<file path="src/rtl/serial_word_tx.sv">
// serial_word_tx
// Bit-serial transmitter feeding the serial two's-complement inverter stage.
// A parallel WIDTH-bit word is accepted on a valid/ready handshake and shifted
// out LSB first, one bit per clock. ser_frame marks bit 0 of every word (it
// restarts the inverter's "first one seen" state); ser_last marks bit WIDTH-1.
//
// Optional feature macro: SERIAL_TX_PREFETCH_EN
//   defined   -> one-word holding register, words go out back to back
//   undefined -> no holding register, one idle cycle between words
//
// Ports:
//   t_clock    in   clock, rising edge
//   r_n        in   asynchronous active-low reset
//   in_data    in   parallel word, sampled on in_valid && in_ready
//   in_valid   in   in_data is valid
//   in_ready   out  block can accept a word this cycle (low while r_n is low)
//   ser_bit    out  serial data bit, LSB first
//   ser_valid  out  ser_bit carries a word bit this cycle
//   ser_frame  out  high on bit 0 of each word
//   ser_last   out  high on bit WIDTH-1 of each word
module serial_word_tx #(
  parameter int WIDTH = 8
) (
  input  logic             t_clock,
  input  logic             r_n,
  input  logic [WIDTH-1:0] in_data,
  input  logic             in_valid,
  output logic             in_ready,
  output logic             ser_bit,
  output logic             ser_valid,
  output logic             ser_frame,
  output logic             ser_last
);

  localparam int CW = (WIDTH > 1) ? $clog2(WIDTH) : 1;
  localparam logic [CW-1:0] LAST_CNT = CW'(WIDTH - 1);

  typedef enum logic {
    IDLE,
    SHIFT
  } state_t;

  state_t           state_q, state_d;
  logic [WIDTH-1:0] shift_q, shift_d;
  logic [CW-1:0]    cnt_q, cnt_d;
  logic             xfer;
  logic             at_last;

`ifdef SERIAL_TX_PREFETCH_EN
  logic [WIDTH-1:0] hold_q, hold_d;
  logic             hold_full_q, hold_full_d;

  assign in_ready = r_n & ~hold_full_q;
`else
  assign in_ready = r_n & (state_q == IDLE);
`endif

  assign xfer    = in_valid & in_ready;
  assign at_last = (state_q == SHIFT) && (cnt_q == LAST_CNT);

  // Outputs come straight from the registered state; the SHIFT gating keeps
  // ser_bit at 0 while idle.
  assign ser_valid = (state_q == SHIFT);
  assign ser_bit   = ser_valid & shift_q[0];
  assign ser_frame = ser_valid && (cnt_q == '0);
  assign ser_last  = at_last;

  always_comb begin
    state_d = state_q;
    shift_d = shift_q;
    cnt_d   = cnt_q;
`ifdef SERIAL_TX_PREFETCH_EN
    hold_d      = hold_q;
    hold_full_d = hold_full_q;
`endif
    case (state_q)
      IDLE: begin
        if (xfer) begin
          state_d = SHIFT;
          shift_d = in_data;
          cnt_d   = '0;
        end
      end
      SHIFT: begin
        if (at_last) begin
`ifdef SERIAL_TX_PREFETCH_EN
          // A held word has priority over a word arriving on this edge.
          if (hold_full_q) begin
            shift_d     = hold_q;
            cnt_d       = '0;
            hold_full_d = 1'b0;
          end else if (xfer) begin
            shift_d = in_data;
            cnt_d   = '0;
          end else begin
            state_d = IDLE;
            shift_d = '0;
            cnt_d   = '0;
          end
`else
          state_d = IDLE;
          shift_d = '0;
          cnt_d   = '0;
`endif
        end else begin
          shift_d = shift_q >> 1;
          cnt_d   = cnt_q + CW'(1);
        end
      end
      default: begin
        state_d = IDLE;
        shift_d = '0;
        cnt_d   = '0;
      end
    endcase
`ifdef SERIAL_TX_PREFETCH_EN
    // A transfer during SHIFT fills the holding register, except on the
    // last-bit edge with the holder empty, where the word loads the shifter
    // directly. Placed last so a same-edge drain and fill leaves it full.
    if (xfer && (state_q == SHIFT) && !(at_last && !hold_full_q)) begin
      hold_d      = in_data;
      hold_full_d = 1'b1;
    end
`endif
  end

  always_ff @(posedge t_clock or negedge r_n) begin
    if (!r_n) begin
      state_q <= IDLE;
      shift_q <= '0;
      cnt_q   <= '0;
`ifdef SERIAL_TX_PREFETCH_EN
      hold_q      <= '0;
      hold_full_q <= 1'b0;
`endif
    end else begin
      state_q <= state_d;
      shift_q <= shift_d;
      cnt_q   <= cnt_d;
`ifdef SERIAL_TX_PREFETCH_EN
      hold_q      <= hold_d;
      hold_full_q <= hold_full_d;
`endif
    end
  end

endmodule

</file>
<file path="config.mk">
export PLATFORM = sky130hd
export DESIGN_NAME = serial_word_tx
export DESIGN_NICKNAME = d
export VERILOG_FILES = /design/src/rtl/serial_word_tx.sv
export SDC_FILE = /design/constraint.sdc
export NUM_CORES = 1
export LEC_CHECK = 0
export BUFFER_PORTS_ARGS = -buffer_cell sky130_fd_sc_hd__buf_4
export CAP_MARGIN = 10
export CORE_UTILIZATION = 45
export CTS_CLUSTER_SIZE = 28
export DETAILED_ROUTE_END_ITERATION = 8
export GPL_TIMING_DRIVEN = 0
export PLACE_DENSITY = 0.7
export SETUP_SLACK_MARGIN = 0.5
export SKIP_LAST_GASP = 1
export SLEW_MARGIN = 20
export SYNTH_ARGS = -nofsm -noshare
export SYNTH_HDL_FRONTEND = slang
export SYNTH_SLANG_ARGS = --single-unit
</file>
<file path="constraint.sdc">
create_clock -name t_clock -period 1.4 [get_ports t_clock]
set_input_delay 0.21 -clock t_clock [delete_from_list [all_inputs] [get_ports t_clock]]
set_output_delay 0.21 -clock t_clock [all_outputs]
set_load 0.05 [all_outputs]
</file>
; After elaboration in Yosys (flattened, before gate mapping)
; Cells that the tools add are included.
[op_classes]
n_addsub = 1
eq_ne = 2
n_mux = 9
bitwise_logic = 4
n_reduce_logical = 3
[ops]
columns = op, n
row1 = $pmux 8 s2, 1
row2 = $mux 8, 1
row3 = $mux 7, 1
row4 = $mux 3, 2
row5 = $pmux 3 s2, 1
row6 = $add 3x1->3 const B, 1
row7 = $and 1x1->1, 3
row8 = $eq 3x3->1 const B, 1
row9 = $logic_not 3->1, 1
row10 = $logic_and 1x1->1, 2
row11 = $mux 1, 2
row12 = $ne 2x2->1 const B, 1
row13 = $pmux 1 s2, 1
row14 = $not 1->1, 1
[word_totals]
ff_bits = 12
input_bits = 11
output_inout_bits = 5
elab_cells = 22

; Logic depth before layout (Yosys ltp)
[depth]
ltp_word = 5
depth_mapped = 5
mapped_depth_nobuf = 5

; Least setup slack after synthesis
; No wires, ideal clock.
[synth_path]
path_kind = register to output
startpoint = register state_q, in the netlist ser_valid
endpoint = output in_ready
arrival_time_ns = 1.507
required_ns = 1.190
slack_ns = -0.317
path_stages_with_launch = 3
n_path_buf = 1
path_cell_list = dfrtp_1 > buf_4 > nor2b_1
[synth_between]
elab_chain_cells = 2
[synth_rtl]
columns = item, line
row1 = start: declaration, 43  ; state_t state_q, state_d;
row2 = start signal: assignment, 137  ; state_q <= state_d;
row3 = $not 1->1, --
row4 = $and 1x1->1, 55  ; assign in_ready = r_n & (state_q == IDLE);
row5 = end: declaration, 28  ; output logic in_ready,
; Every way passes these cells.

; Worst setup path in the final report
[layout_path]
startpoint = register cnt_q[1]
endpoint = output ser_last
[layout_between]
elab_chain_cells = 2
[layout_rtl]
columns = item, line
row1 = start: declaration, 45  ; logic [CW-1:0] cnt_q, cnt_d;
row2 = start signal: assignment, 139  ; cnt_q <= cnt_d;
row3 = $eq 3x3->1, 59  ; assign at_last = (state_q == SHIFT) && (cnt_q == LAST_CNT);
row4 = $logic_and 1x1->1, 59
row5 = end: declaration, 32  ; output logic ser_last
; Every way passes these cells.

==> impl_metrics.toml <==
[outcome]
status = "finished with violations"
violations = "negative setup slack"

[power]
total_power_mw = 2.18
irDropWorstVdd_mv = 1.25
intPower_mw = 1.35
power.share.combinational_pct = 60.9
swShare_pct = 38.0
switching_power_mw = 0.830
clkPwrFrac_pct = 12.8
p_per_area_nw_per_um2 = 2140
power.leakage_nw = 0.529
p_seq_share_pct = 26.2

[sta]
fin_crit_sh_pct = 109
final_hold_viol_count = 0
max_freq_mhz = 654
grt_setup_unrepaired = "true"
setup_slack_ns = -0.130
finClkSkew_ns = 0.0149
slew_violations = 0
setup_viol = 4
whs_ns = 0.0963
layout_min_cycle_time_ns = 1.53
fin_setup_tns_ns = -0.259
slew_headroom_pct = 63.1
worst_pin_slew_ns = 0.553

[cts]
cts_buffers = 3
cts-root-buf = "clkbuf_4"
cts.path.max_buffers = 2
cts_tree = "built"
clk_pin_slew_ns = 0.09
clock_latency_ns = 0.28
htreeDepth = 1
cts_sinks = 12

[job]
maxCapViolations = 0

[hold_path]
hold_path.class = "primary input to asynchronous set/reset pin"

[global_routing]
met2_usage_pct = 38.8
grt_pass1_wl_um = 2270
grt_pass1_vias = 530
grt_usage_pct = 23.5
antenna_found_initial = 0
grt.busiest_layer = "met2"
met3_usage_pct = 8.67
met1_usage_pct = 27.6
overflow = 0
grt_max_degree = 13

[floorplan]
die_x_um = 38.7
start_util_pct = 51.2
ioPinCount = 16
die-area_um2 = 1500
die_h_um = 38.7
rows = 12
core_area_um2 = 1190

[drt]
wl_um = 1580
vias = 569
first_pass_iters = 4
avgRoutedWirePerCell_um = 14.6
drc = 0
drt-initial-drc-count = 9
routed_via_density = 5.27
ant_nets = 0

[cells_and_area]
nets = 109
diodes = 0
design_area_um2 = 1020
instances_no_fill = 108
fill_cells = 55
drive_gt1_share_pct = 53.2
final_common_cell = "buf_4"
syn_to_final_growth_pct = 68.5
mostFrequentLayoutCells = "buf_4 (20), nand2_1 (12), dfrtp_1 (11)"

[worst_setup_path]
crit_slowest_cell = "dfrtp_1"
worst-path-buf-inv = 1
cp_top_family = "flip-flops"
crit_fanout = 3
path_cells = "ha_2, ha_4, and2_4, buf_8"
endpoint_kind = "output pin"
max_stage_delay_ns = 0.41
crit_type = "flop to output pin"
cp.arrival_ns = 1.32
critPathLaunchType = "flop"
required_ns = 1.19

[placement]
io_buffers = 15
place_area_um2 = 779
gp_congestion = 0.701
dp_hpwl_um = 797
placed_cells = 89

[logic_synthesis]
synth-seq-cells = 12
synthCells = 60
synthesis.nets = 74
ys_seq_area_share_pct = 49.5
ys_types = 19
syn_area_um2 = 607
ys_warn_count = 0
postSynthAreaPerCell_um2 = 10.1
worst paths after layout:
path | start | to | slack (ns) | cells after the start
max | cnt_q[1]$_DFFE_PN0P_ | ser_last | -0.13 | 4
min | r_n | cnt_q[1]$_DFFE_PN0P_ | 0.1 | 2
max reg2reg | cnt_q[1]$_DFFE_PN0P_ | shift_q[4]$_DFFE_PN0P_ | 0.06 | 6
min reg2reg | shift_q[2]$_DFFE_PN0P_ | shift_q[1]$_DFFE_PN0P_ | 0.50 | 2
max in group asynchronous | r_n | ser_valid$_DFF_PN0_ | 0.91 | 2
min in group t_clock | in_data[5] | shift_q[5]$_DFFE_PN0P_ | 0.20 | 3
flip-flops by register name, indices dropped and copies added, names as in the netlist:
signal and flops:
shift_q 8, cnt_q 3, ser_valid 1
metrics by stage:
step                      setup WS (ns)  utilization (%)
final                            -0.130             86.2
after global routing             -0.181             86.2
after CTS                        -0.133             82.6
after detailed placement         0.0690             65.7
after global placement           0.0779             65.7
after floorplan                   0.142                -
final cells by class:
type | instances | area, um^2 | share of cell area [%]
Tap cell | 14 | 17.5 | 1.71
Clock buffer | 4 | 36.3 | 3.55
Sequential cell | 12 | 302 | 29.5
Multi-Input combinational cell | 43 | 338 | 33.0
Timing Repair Buffer | 30 | 288 | 28.2
Buffer | 3 | 33.8 | 3.30
Inverter | 2 | 7.51 | 0.734
kinds of logic (layout without fill, tap and decap cells):
kind of cell / count (synthesis) / count (layout) / synth area share [%]
buffers and inverters: 5 / 39 / 5.15
flip-flops: 12 / 12 / 49.5
AND/OR/NAND/NOR: 21 / 21 / 17.1
AO/OA/AOI/OAI: 12 / 12 / 10.5
adder cells (fa/ha/maj): 3 / 3 / 6.19
multiplexers: 7 / 7 / 11.5
synthesized netlist by cell type:
library cell  count  area (um^2)
a21oi_1           1         5.00
and2_1            2         12.5
and3b_1           1         8.76
buf_2             1         5.00
buf_4             1         7.51
buf_6             1         11.3
dfrtp_1          12          300
ha_1              3         37.5
inv_1             2         7.51
mux2i_1           7         70.1
nand2_1          12         45.0
nand2_2           1         6.26
nand2b_1          1         6.26
nand3_1           1         5.00
nand3b_1          1         7.51
nor2b_1           2         12.5
o21ai_0           4         20.0
o21ai_1           4         20.0
o22ai_1           3         18.8
worst register-to-register path, cell delays in order, from the launching register on:
cell	delay, ns
dfrtp_1	0.41
ha_2	0.20
ha_4	0.15
buf_4	0.16
nor2b_4	0.17
nand2_1	0.07
o21ai_1	0.09
power by group through the flow:
stage	registers, mW	logic, mW	clock network [mW]
final	0.573	1.33	0.280
after global routing	0.586	1.43	0.300
after CTS	0.572	1.18	0.287
after detailed placement	0.588	0.798	0
after global placement	0.580	0.788	0
after floorplan	0.609	0.570	0
timing repair:
| item | 4_1_cts | 5_1_grt |
|---|---|---|
| hold endpoints to repair | 12 | 0 |
| resized for setup | 18 | 4 |
| endpoints found under the setup margin | 17 | 29 |
| pin swaps | 8 | 3 |
| setup buffers | 10 | 4 |
| hold buffers | 1 | 0 |
routing by layer:
metal,up-vias,wire (um)
met1,278,662
met5,-,0
met4,0,6
met2,14,854
met3,2,56
li1,275,-
Note: power is estimated with default switching activity, not from simulation.
